[src/rtl/counter_sequencer.sv]
// counter_sequencer: start/stop/pause counter that runs 0..limit and pulses done at terminal count.
// Define COUNTER_SEQUENCER_AUTO_RELOAD_EN to make the count wrap to 0 periodically instead of stopping.
module counter_sequencer #(
  parameter int WIDTH = 4
) (
  input  logic             clk,
  input  logic             reset,
  input  logic             start,
  input  logic             stop,
  input  logic             pause,
  input  logic [WIDTH-1:0] limit,
  output logic [WIDTH-1:0] q,
  output logic             busy,
  output logic             done
);
  typedef enum logic [1:0] {IDLE, RUN, HOLD, DONE} state_t;
  state_t state, state_n;
  logic [WIDTH-1:0] q_n, limit_r, limit_n;
  logic done_n;
  always_ff @(posedge clk or negedge reset) begin
    if (!reset) begin
      state   <= IDLE;
      q       <= '0;
      limit_r <= '0;
      done    <= 1'b0;
    end else begin
      state   <= state_n;
      q       <= q_n;
      limit_r <= limit_n;
      done    <= done_n;
    end
  end
  // priority: stop > start > pause > count
  always_comb begin
    state_n = state;
    q_n     = q;
    limit_n = limit_r;
    done_n  = 1'b0;
    if (stop) begin
      state_n = IDLE;
      q_n     = '0;
    end else if (start && (state == IDLE || state == DONE)) begin
      state_n = RUN;
      q_n     = '0;
      limit_n = limit;
    end else if (state == RUN && pause) begin
      state_n = HOLD;
    end else if (state == HOLD) begin
      state_n = pause ? HOLD : RUN;
    end else if (state == RUN) begin
      if (q != limit_r) begin
        q_n = q + WIDTH'(1);
      end else begin
        done_n = 1'b1;
`ifdef COUNTER_SEQUENCER_AUTO_RELOAD_EN
        q_n = '0;
`else
        state_n = DONE;
`endif
      end
    end
  end
  assign busy = (state == RUN) || (state == HOLD);
endmodule

[config.mk]
export PLATFORM = sky130hd
export DESIGN_NAME = counter_sequencer
export DESIGN_NICKNAME = d
export VERILOG_FILES = /design/src/rtl/counter_sequencer.sv
export SDC_FILE = /design/constraint.sdc
export NUM_CORES = 1
export LEC_CHECK = 0
export BUFFER_PORTS_ARGS = -buffer_cell sky130_fd_sc_hd__buf_4
export CAP_MARGIN = 5
export CORE_UTILIZATION = 44
export DETAILED_ROUTE_END_ITERATION = 8
export PLACE_DENSITY_LB_ADDON = 0.2
export REMOVE_ABC_BUFFERS = 1
export SYNTH_ARGS = -nofsm -noshare
export SYNTH_HDL_FRONTEND = slang
export SYNTH_SLANG_ARGS = --single-unit
[constraint.sdc]
create_clock -name clk -period 1.85 [get_ports clk]
set_clock_uncertainty 0.2 [all_clocks]
set_input_delay 0.2775 -clock clk [delete_from_list [all_inputs] [get_ports clk]]
set_output_delay 0.2775 -clock clk [all_outputs]
set_load 0.02 [all_outputs]
==> results of run 1 <==
-- critical path: cells and delay by family, from the launching register on --
kind | cells | cell delay [ns]
xor+xnor | 1 | 0.20
flops | 1 | 0.42
simple gates | 3 | 0.98
-- layout make-up --
type | instances | area, µm²
clock buffer | 4 | 26.3
timing repair buffer | 28 | 216
inverter | 4 | 15.0
sequential | 11 | 275
multi-input combinational | 42 | 365
tap | 14 | 17.5
fill | 80 | 270
-- sequential cells by signal, summed over array words and instances, names as in the netlist --
register and flops:
done 1, limit_r 4, q 4, state 2
-- report_power, final --
part           switching (mW)  leakage, nW  internal [mW]
combinational           0.261        0.270          0.310
clock                  0.0866       0.0150         0.0832
sequential             0.0587        0.143          0.306
total                   0.407        0.429          0.699
-- metrics by stage --
stage	cell area, µm²	util	total power [mW]	instances	setup TNS [ns]
global placement	801	0.675	0.802	95	-0.104
global route	916	0.772	1.18	103	-0.263
CTS	848	0.715	0.991	100	-0.0763
finish	916	0.772	1.11	103	-0.0706
floorplan	603	-	0.630	57	-0.157
detailed placement	801	0.675	0.816	95	-0.101
-- what timing repair did --
action | 4_1_cts | 5_1_grt
pin swaps | 1 | 5
hold endpoints to repair | 11 | 0
setup endpoints to repair | 3 | 5
gates resized for setup | 2 | 6
setup buffers | 0 | 3
hold buffers | 1 | 0
-- cells in the final DEF (no fill, tap or decap), types with 2 or more instances in the layout --
cell / Yosys / final
a21oi_1: 5 / 5
buf_4: 0 / 26
clkbuf_4: 0 / 3
dfrtp_1: 11 / 11
ha_1: 3 / 2
inv_1: 4 / 4
mux2_2: 4 / 4
nand2_1: 3 / 3
nor2_1: 3 / 3
o21ai_0: 2 / 2
or3_1: 4 / 4
xor2_1: 4 / 2
xor2_2: 0 / 2
-- worst max-delay path by stage --
stage	cells past startpoint	endpoint	slack, ns	from
floorplan	4	state[0]$_DFFE_PN0P_	-0.16	q[2]$_DFFE_PN0P_
global placement	4	state[0]$_DFFE_PN0P_	-0.05	q[3]$_DFFE_PN0P_
finish	4	state[0]$_DFFE_PN0P_	-0.07	q[1]$_DFFE_PN0P_
global route	5	state[0]$_DFFE_PN0P_	-0.11	q[1]$_DFFE_PN0P_
CTS	4	state[0]$_DFFE_PN0P_	-0.08	q[3]$_DFFE_PN0P_
detailed placement	5	state[0]$_DFFE_PN0P_	-0.06	q[3]$_DFFE_PN0P_
-- routing by layer --
metal | global-route usage | routed length (µm) | up-vias
met4 | 0.0517 | 26 | 0
met3 | 0.0173 | 40 | 4
li1 | - | - | 271
met1 | 0.246 | 636 | 270
met2 | 0.325 | 763 | 15
met5 | 0 | 0 | -
-- logic make-up after synthesis --
logic type                 share of synthesized area
adders and majority gates                     0.0622
buffers and inverters                         0.0249
AOI/OAI and AO/OA                              0.141
and+or+nand+nor                                0.168
DFF                                            0.456
muxes                                         0.0747
xor gates and xnor gates                      0.0726
==> results.md, run 1 <==
- Status: complete, but fails checks
- Failing checks: setup timing
- R2R Path End: state[0]$_DFFE_PN0P_
- Drt via density: 5.44
- Pwr Density: between 1000 and 1500 mW/mm²
- Max Root-Sink Buffers: 2
- Worst-Skew Late Latency: ~0.27 ns
- Clock transition at path regs: ~0.08 ns
- Leak pwr: roughly 0.43 nW
- Peak Freq: between 500 and 600 MHz
- Worst Path Required: between 1.5 and 2 ns
- Cell Area, Synth: slightly above 600 µm²
- Detailed Place HPWL: between 900 and 1000 µm
- Initial core utilization: 0.508
- Drt drc: 0
- Number of synthesized register bits: 11
- Largest net degree at the start of global routing: 12
- Total wire length: 1470 µm
- Hold slack: roughly 0.046 ns
- Minimum clock period: between 1.5 and 2 ns
- Hold Vio Cnt, Final: 0
- Vias in the first global route: ~470
- Worst-margin pin slew: approximately 0.45 ns
- # diodes: 0
- Initial antenna violation count: 0
- GRT Total Usage: 0.188
- CTS buffer count: 3
- Critical Path AT: 1.86 ns
- Port buffer count: 14
- Worst VDD drop: 0.637 mV
- Std-Cell Rows: 12
- Synthesis-to-finish area growth: 51.9%
- CTS tree: built
- Nets@finish: a little over 100
- Hold endpoint: limit_r[0]$_DFFE_PN0P_
- Die W: around 39 µm
- Critical-path top delay cell: or4_4
- Synth top area share: 0.456
- CP Launch Type: flip-flop
- Antenna-violating nets left: 0
- Core Area: 0.00119 mm²
- Share of cells above drive strength 1: 0.461
- Reg-to-Reg Start: q[1]$_DFFE_PN0P_
- Pre-CTS setup slack: -0.0636 ns
- Placer Congestion: 0.782
- # IOs: 15
- Post-synth EDFFs: 0
- Final period utilization: 1.04
- Final Setup Violations: 1
- Hold path depth: 2
- Count leader, synth: dfrtp_1
- DR pass1 iterations: 5
- Clk root buf: clkbuf_4
- Global route overflow: 0
- Die Y: 39.0 µm
- Die area: roughly 0.0015 mm²
- Top FF cell, synth: dfrtp_1
- RSZ-0062 raised after global routing: true
- Reg-to-reg slack, setup: -0.07 ns
- Syn avg cell area: ~11 µm²
- YS warnings: 0
- CP max stage delay: 0.54 ns
- FFs w/ async S/R, synth: 1.00
- Detailed-route via count: 560
- Global-route wire length before repair: between 1500 and 2000 µm
- Dominant cells by area after synthesis: dfrtp_1, mux2_2, ha_1
- Post-synth top area cell: dfrtp_1
- Max-slew headroom: 0.695
- Worst-path fanout max: 2
- CP endpoint kind: flip-flop
- Commonest cells post-synth: dfrtp_1, a21oi_1
- Synth Instances: between 50 and 60
- Critical path cell sequence: xor2_2 -> or4_4 -> nor3b_1 -> or3_1
- Final Max Tran Viols: 0
- H-tree depth: 1
- WL/cell: 14.2 µm
- Post-synthesis sequential area ratio: 0.456
- DR iter-0 viols: 12
- R2r worst-path depth: 4
- Hold Startpoint: limit[0]
- Max_cap viols: 0
- Hold Path Class: input port to flip-flop
- Critical path class: flip-flop to flip-flop
- Library cells used by synthesis: 23
- Clock sink total: 11
- Worst Slack Setup Final: -0.0706 ns
(Power assumes the default switching activity.)
==> run 2, diff against run 1 <==
- CORE_UTILIZATION: 44 -> 45
- clock period: 1.85 -> 2.3 ns (I/O delays scaled with it)
==> run 2 against run 1 <==
Clock power is 23% lower. Global-route usage is 0.27 points lower. Core utilization shrank 12 points. Sequential share of layout area increased by 6.1 points. Critical path depth grew 2. Die area shrank 2.1%. The run now ends clean. Register-to-register slack better by 0.33 ns. Design area shrank 17%. Critical path type unchanged. Fmax fell by 6.0%. First-iteration DRC count down 67%. Combinational power is 47% lower.
==> results.md, run 2 (synthesized netlist as in run 1, its figures left out) <==
- Nets@finish: 89 (was 102)
- Clock sink total: 11 (unchanged)
- Peak Freq: 489 MHz (was 521 MHz)
- Layout Utilization: 0.651 (was 0.772)
- Reg-to-Reg Start: state[1]$_DFFE_PN0P_ (was q[1]$_DFFE_PN0P_)
- Max Root-Sink Buffers: 2 (unchanged)
- Max-slew headroom: 0.552 (was 0.695)
- Worst-path fanout max: 5 (was 2)
- Final Setup Violations: 0 (was 1)
- Vias in the first global route: 479 (was 467)
- Clk root buf: clkbuf_4 (unchanged)
- Pwr Total: 0.720 mW (was 1.11 mW)
- CP endpoint kind: flip-flop (unchanged)
- Core Area: 0.00117 mm² (was 0.00119 mm²)
- Setup TNS: 0 ns (was -0.0706 ns)
- # IOs: 15 (unchanged)
- Worst-margin pin slew: 0.664 ns (was 0.452 ns)
- Hold Vio Cnt, Final: 0 (unchanged)
- Synthesis-to-finish area growth: 26.3% (was 51.9%)
- Die Y: 38.6 µm (was 39.0 µm)
- Hold Path Class: input port to flip-flop (unchanged)
- WL/cell: 13.2 µm (was 14.2 µm)
- Placed inst area: 726 µm² (was 801 µm²)
- Pre-CTS setup slack: 0.254 ns (was -0.0636 ns)
- Detailed-route via count: 498 (was 560)
- Placer Congestion: 0.701 (was 0.782)
- Max_cap viols: 0 (unchanged)
- Hold endpoint: limit_r[0]$_DFFE_PN0P_ (unchanged)
- Clock transition at path regs: 0.07 ns (was 0.08 ns)
- CTS buffer count: 3 (unchanged)
- R2r worst-path depth: 6 (was 4)
- Hold Startpoint: limit[0] (unchanged)
- Fillcell total: 103 (was 80)
- Drt drc: 0 (unchanged)
- Largest net degree at the start of global routing: 12 (unchanged)
- Reg-to-reg slack, setup: 0.26 ns (was -0.07 ns)
- Final Instance Area: 762 µm² (was 916 µm²)
- DR pass1 iterations: 3 (was 5)
- Commonest cells after routing, fill and taps aside: buf_4, dfrtp_1, a21oi_1 (unchanged)
- CP Launch Type: flip-flop (unchanged)
- Worst VDD drop: 0.443 mV (was 0.637 mV)
- Die area: 0.00149 mm² (was 0.00152 mm²)
- Antenna-violating nets left: 0 (unchanged)
- Status: finished, final reports clean (was complete, but fails checks)
- Initial antenna violation count: 0 (unchanged)
- H-tree depth: 1 (unchanged)
- Die W: 38.6 µm (was 39.0 µm)
- Total wire length: 1190 µm (was 1470 µm)
- Global route overflow: 0 (unchanged)
- Worst-Skew Late Latency: 0.27 ns (about the same)
- Critical path class: flip-flop to flip-flop (unchanged)
- CTS tree: built (unchanged)
- Detailed Place HPWL: 909 µm (was 994 µm)
- RSZ-0062 raised after global routing: false (was true)
- # diodes: 0 (unchanged)
- Commonest non-fill, non-tap cell in the layout: buf_4 (unchanged)
- Final Max Tran Viols: 0 (unchanged)
- DR iter-0 viols: 4 (was 12)
- Minimum clock period: 2.04 ns (was 1.92 ns)
- Final period utilization: 0.888 (was 1.04)
- R2R Path End: q[2]$_DFFE_PN0P_ (was state[0]$_DFFE_PN0P_)
- GRT Total Usage: 0.185 (was 0.188)
- Global-route wire length before repair: 1840 µm (was 1930 µm)
- Largest registers: limit_r x4, q x4, state x2 (unchanged)
- Worst Slack Setup Final: 0.257 ns (was -0.0706 ns)
- Pwr Density: 945 mW/mm² (was 1210 mW/mm²)
- Initial core utilization: 0.515 (was 0.508)
- Drt via density: 5.53 (was 5.44)
- Critical Path AT: 2.03 ns (was 1.86 ns)
- Port buffer count: 14 (unchanged)
- Share of cells above drive strength 1: 0.289 (was 0.461)
- Leak pwr: 0.354 nW (was 0.429 nW)
- Hold path depth: 2 (unchanged)
- Post-CTS setup buffers: 0 (unchanged)
- Worst Path Required: 2.29 ns (was 1.79 ns)
- Std-Cell Rows: 12 (unchanged)
==> run 2: report_power, final <==
group	total [mW]	internal, mW	switching, mW
clock network	0.131	0.0671	0.0638
logic	0.304	0.147	0.157
registers	0.285	0.246	0.0390
total	0.720	0.461	0.260
==> run 2: critical path, stage by stage, from the launching register on <==
cell and delay, ns:
dfrtp_1 0.42, inv_1 0.07, ha_1 0.19, nor3b_1 0.35
o41ai_1 0.22, or3_1 0.36, a21oi_1 0.16
==> run 2: through the flow <==
| stage | hold slack [ns] | std cells |
|---|---|---|
| floorplan | -0.151 | 57 |
| global placement | -0.0114 | 85 |
| detailed placement | -0.0123 | 85 |
| CTS | 0.0969 | 90 |
| global route | 0.0916 | 90 |
| finish | 0.107 | 90 |
==> run 2: worst max-delay path by stage <==
stage | to | start | slack [ns] | depth (start not counted)
global placement | q[2]$_DFFE_PN0P_ | state[1]$_DFFE_PN0P_ | 0.33 | 6
global route | q[2]$_DFFE_PN0P_ | state[1]$_DFFE_PN0P_ | 0.09 | 6
detailed placement | q[2]$_DFFE_PN0P_ | state[1]$_DFFE_PN0P_ | 0.25 | 6
finish | q[2]$_DFFE_PN0P_ | state[1]$_DFFE_PN0P_ | 0.26 | 6
floorplan | state[0]$_DFFE_PN0P_ | q[2]$_DFFE_PN0P_ | 0.29 | 4
CTS | q[2]$_DFFE_PN0P_ | state[1]$_DFFE_PN0P_ | 0.23 | 6
==> run 2: area by class of cell <==
cell class / count / area (µm²) / share of cell area
Clock buffer: 4 / 26.3 / 0.0345
Inverter: 4 / 15.0 / 0.0197
Sequential cell: 11 / 275 / 0.361
Multi-Input combinational cell: 42 / 313 / 0.411
Timing Repair Buffer: 15 / 115 / 0.151
Tap cell: 14 / 17.5 / 0.0230
==> run 2: routing by layer <==
layer  GRT usage  share of wire  vias to the layer above
li1            -              -                      247
met1       0.188           0.44                      237
met2       0.333           0.50                       12
met3      0.0520          0.047                        2
met4       0.103         0.0093                        0
met5           0              0                        -
==> run 2: repair_timing <==
action	4_1_cts	5_1_grt
resized for setup	0	0
endpoints found under the hold margin	11	0
hold buffers	1	0
==> run 3, diff against run 2 <==
- RECOVER_POWER: unset -> 25
==> run 3 against run 2 <==
Core utilization fell by 0.32 points. Sequential share of layout area is 0.18 points higher. Register-to-register slack about the same. Fmax is essentially flat. Clock power about the same. Power down 0.12%. Die area is the same. Via count unchanged. Routed wire length fell by 0.34%. Worst hold slack about the same. Critical path type unchanged. Largest cell class unchanged. Highest routed layer unchanged.
==> results.md, run 3 (synthesized netlist as in run 1, its figures left out) <==
- Status: finished, final reports clean (unchanged)
- Peak Freq: 489 MHz (about the same)
- Clock sink total: 11 (unchanged)
- Sw frac: 0.361 (about the same)
- CP endpoint kind: flip-flop (unchanged)
- Worst-margin pin slew: 0.664 ns (unchanged)
- Worst-path fanout max: 5 (unchanged)
- CTS tree: built (unchanged)
- # diodes: 0 (unchanged)
- Reg-to-Reg Start: state[1]$_DFFE_PN0P_ (unchanged)
- # IOs: 15 (unchanged)
- Die area: 0.00149 mm² (unchanged)
- Hold Vio Cnt, Final: 0 (unchanged)
- Critical path class: flip-flop to flip-flop (unchanged)
- Minimum clock period: 2.04 ns (about the same)
- Placer Congestion: 0.701 (unchanged)
- CP Launch Type: flip-flop (unchanged)
- Worst Slack Setup Final: 0.257 ns (about the same)
- Final Setup Violations: 0 (unchanged)
- Core Area: 0.00117 mm² (unchanged)
- Detailed Place HPWL: 909 µm (unchanged)
- Critical-path top delay cell: dfrtp_1 (unchanged)
- Initial core utilization: 0.515 (unchanged)
- Max_cap viols: 0 (unchanged)
- Vias in the first global route: 479 (unchanged)
- Critical path cell sequence: inv_1 -> ha_1 -> nor3b_1 -> o41ai_1 -> or3_1 -> a21oi_1 (unchanged)
- Synthesis-to-finish area growth: 25.7% (was 26.3%)
- Clock transition at path regs: 0.07 ns (about the same)
- H-tree depth: 1 (unchanged)
- Die W: 38.6 µm (unchanged)
- Critical Path AT: 2.03 ns (about the same)
- Reg area: 275 µm² (unchanged)
- DR iter-0 viols: 4 (unchanged)
- Hold slack: 0.107 ns (about the same)
- GRT Total Usage: 0.185 (unchanged)
- Drt via density: 5.53 (unchanged)
- Nets@finish: 89 (unchanged)
- Fillcell total: 105 (was 103)
- Setup TNS: 0 ns (unchanged)
- Antenna-violating nets left: 0 (unchanged)
- DR pass1 iterations: 3 (unchanged)
- RSZ-0062 raised after global routing: false (unchanged)
- Die Y: 38.6 µm (unchanged)
- Leak pwr: 0.350 nW (was 0.354 nW)
- Commonest cells after routing, fill and taps aside: buf_4, dfrtp_1, a21oi_1 (unchanged)
- Pwr Density: 949 mW/mm² (was 945 mW/mm²)
- CTS buffer count: 3 (unchanged)
- Global-route wire length before repair: 1840 µm (unchanged)
- Max-slew headroom: 0.552 (unchanged)
- Detailed-route via count: 498 (unchanged)
- Layout Utilization: 0.647 (was 0.651)
- Drt drc: 0 (unchanged)
- Crit path from: state[1]$_DFFE_PN0P_ (unchanged)
- Hold Startpoint: limit[0] (unchanged)
- Total wire length: 1180 µm (was 1190 µm)
- Clk root buf: clkbuf_4 (unchanged)
- Initial antenna violation count: 0 (unchanged)
- Largest registers: limit_r x4, q x4, state x2 (unchanged)
- Pre-CTS setup slack: 0.254 ns (unchanged)
- Kind of cell adding the most delay to the critical path: simple AND/OR/NAND/NOR gates (unchanged)
- Max Root-Sink Buffers: 2 (unchanged)
- Port buffer count: 14 (unchanged)
- Pwr Total: 0.719 mW (was 0.720 mW)
- Multi-input gate area: 313 µm² (unchanged)
- Worst Path Required: 2.29 ns (about the same)
- Share of cells above drive strength 1: 0.276 (was 0.289)
- Cell-internal power: 0.460 mW (was 0.461 mW)
- Sequential power share: 0.397 (was 0.396)
- Final period utilization: 0.888 (about the same)
- CP bufs+invs: 1 (unchanged)
- Std-Cell Rows: 12 (unchanged)
- WL/cell: 13.2 µm (about the same)
- Final Max Tran Viols: 0 (unchanged)
- CP max stage delay: 0.42 ns (about the same)
- Gate power share: 0.421 (was 0.422)
- Largest net degree at the start of global routing: 12 (unchanged)
- Commonest non-fill, non-tap cell in the layout: buf_4 (unchanged)
- Sw Pwr: 0.260 mW (about the same)
- Reg-to-reg slack, setup: 0.26 ns (about the same)
- Worst VDD drop: 0.443 mV (about the same)
- Global route overflow: 0 (unchanged)
- Hold Path Class: input port to flip-flop (unchanged)
- Worst-Skew Late Latency: 0.27 ns (about the same)
- Clk network pwr share: 0.182 (about the same)
run 3: cell count changes in the layout (fill, tap and decap cells not counted), sizes merged:
cell    delta
clkbuf     +1
buf        -1
run 3: stage by stage:
stage,area [µm²],instances
4_1_cts,762,90
2_1_floorplan,603,57
5_1_grt,758,90
3_5_place_dp,726,85
6_report,758,90
3_3_place_gp,726,85
run 3: repair_timing:
item / CTS / global route
hold buffers: 1 / 0
endpoints found under the hold margin: 11 / 0
setup buffers: 0 / 0
resized for setup: 0 / 0
run 3: routing by layer:
metal  vias to the layer above  share of wire  routed length [µm]  global-route usage
met1                       237           0.44                 517               0.188
met2                        12           0.50                 596               0.333
li1                        247              -                   -                   -
met5                         -              0                   0                   0
met3                         2          0.050                  59              0.0520
met4                         0         0.0093                  11               0.103
run 3: area by class of cell:
| type | count | share of cell area |
|---|---|---|
| sequential | 11 | 0.363 |
| tap | 14 | 0.0231 |
| multi-input combinational | 42 | 0.413 |
| inverter | 4 | 0.0198 |
| clock buffer | 4 | 0.0347 |
| timing repair buffer | 15 | 0.147 |
run 3: path summary, 6_finish.rpt:
path                                          endpoint  cells after the start
min in group asynchronous         state[0]$_DFFE_PN0P_                      2
worst min register to register  limit_r[1]$_DFFE_PN0P_                      1
max in group asynchronous       limit_r[1]$_DFFE_PN0P_                      2
worst max-delay path                  q[2]$_DFFE_PN0P_                      6
worst max register to register        q[2]$_DFFE_PN0P_                      6
worst min-delay path            limit_r[0]$_DFFE_PN0P_                      2
run 3: power groups by stage:
stage	Clock, mW	Combinational (mW)	Sequential [mW]
after global placement	0	0.298	0.289
after global routing	0.144	0.336	0.292
after floorplan	0	0.222	0.285
after detailed placement	0	0.303	0.290
final	0.131	0.303	0.285
after CTS	0.138	0.307	0.286
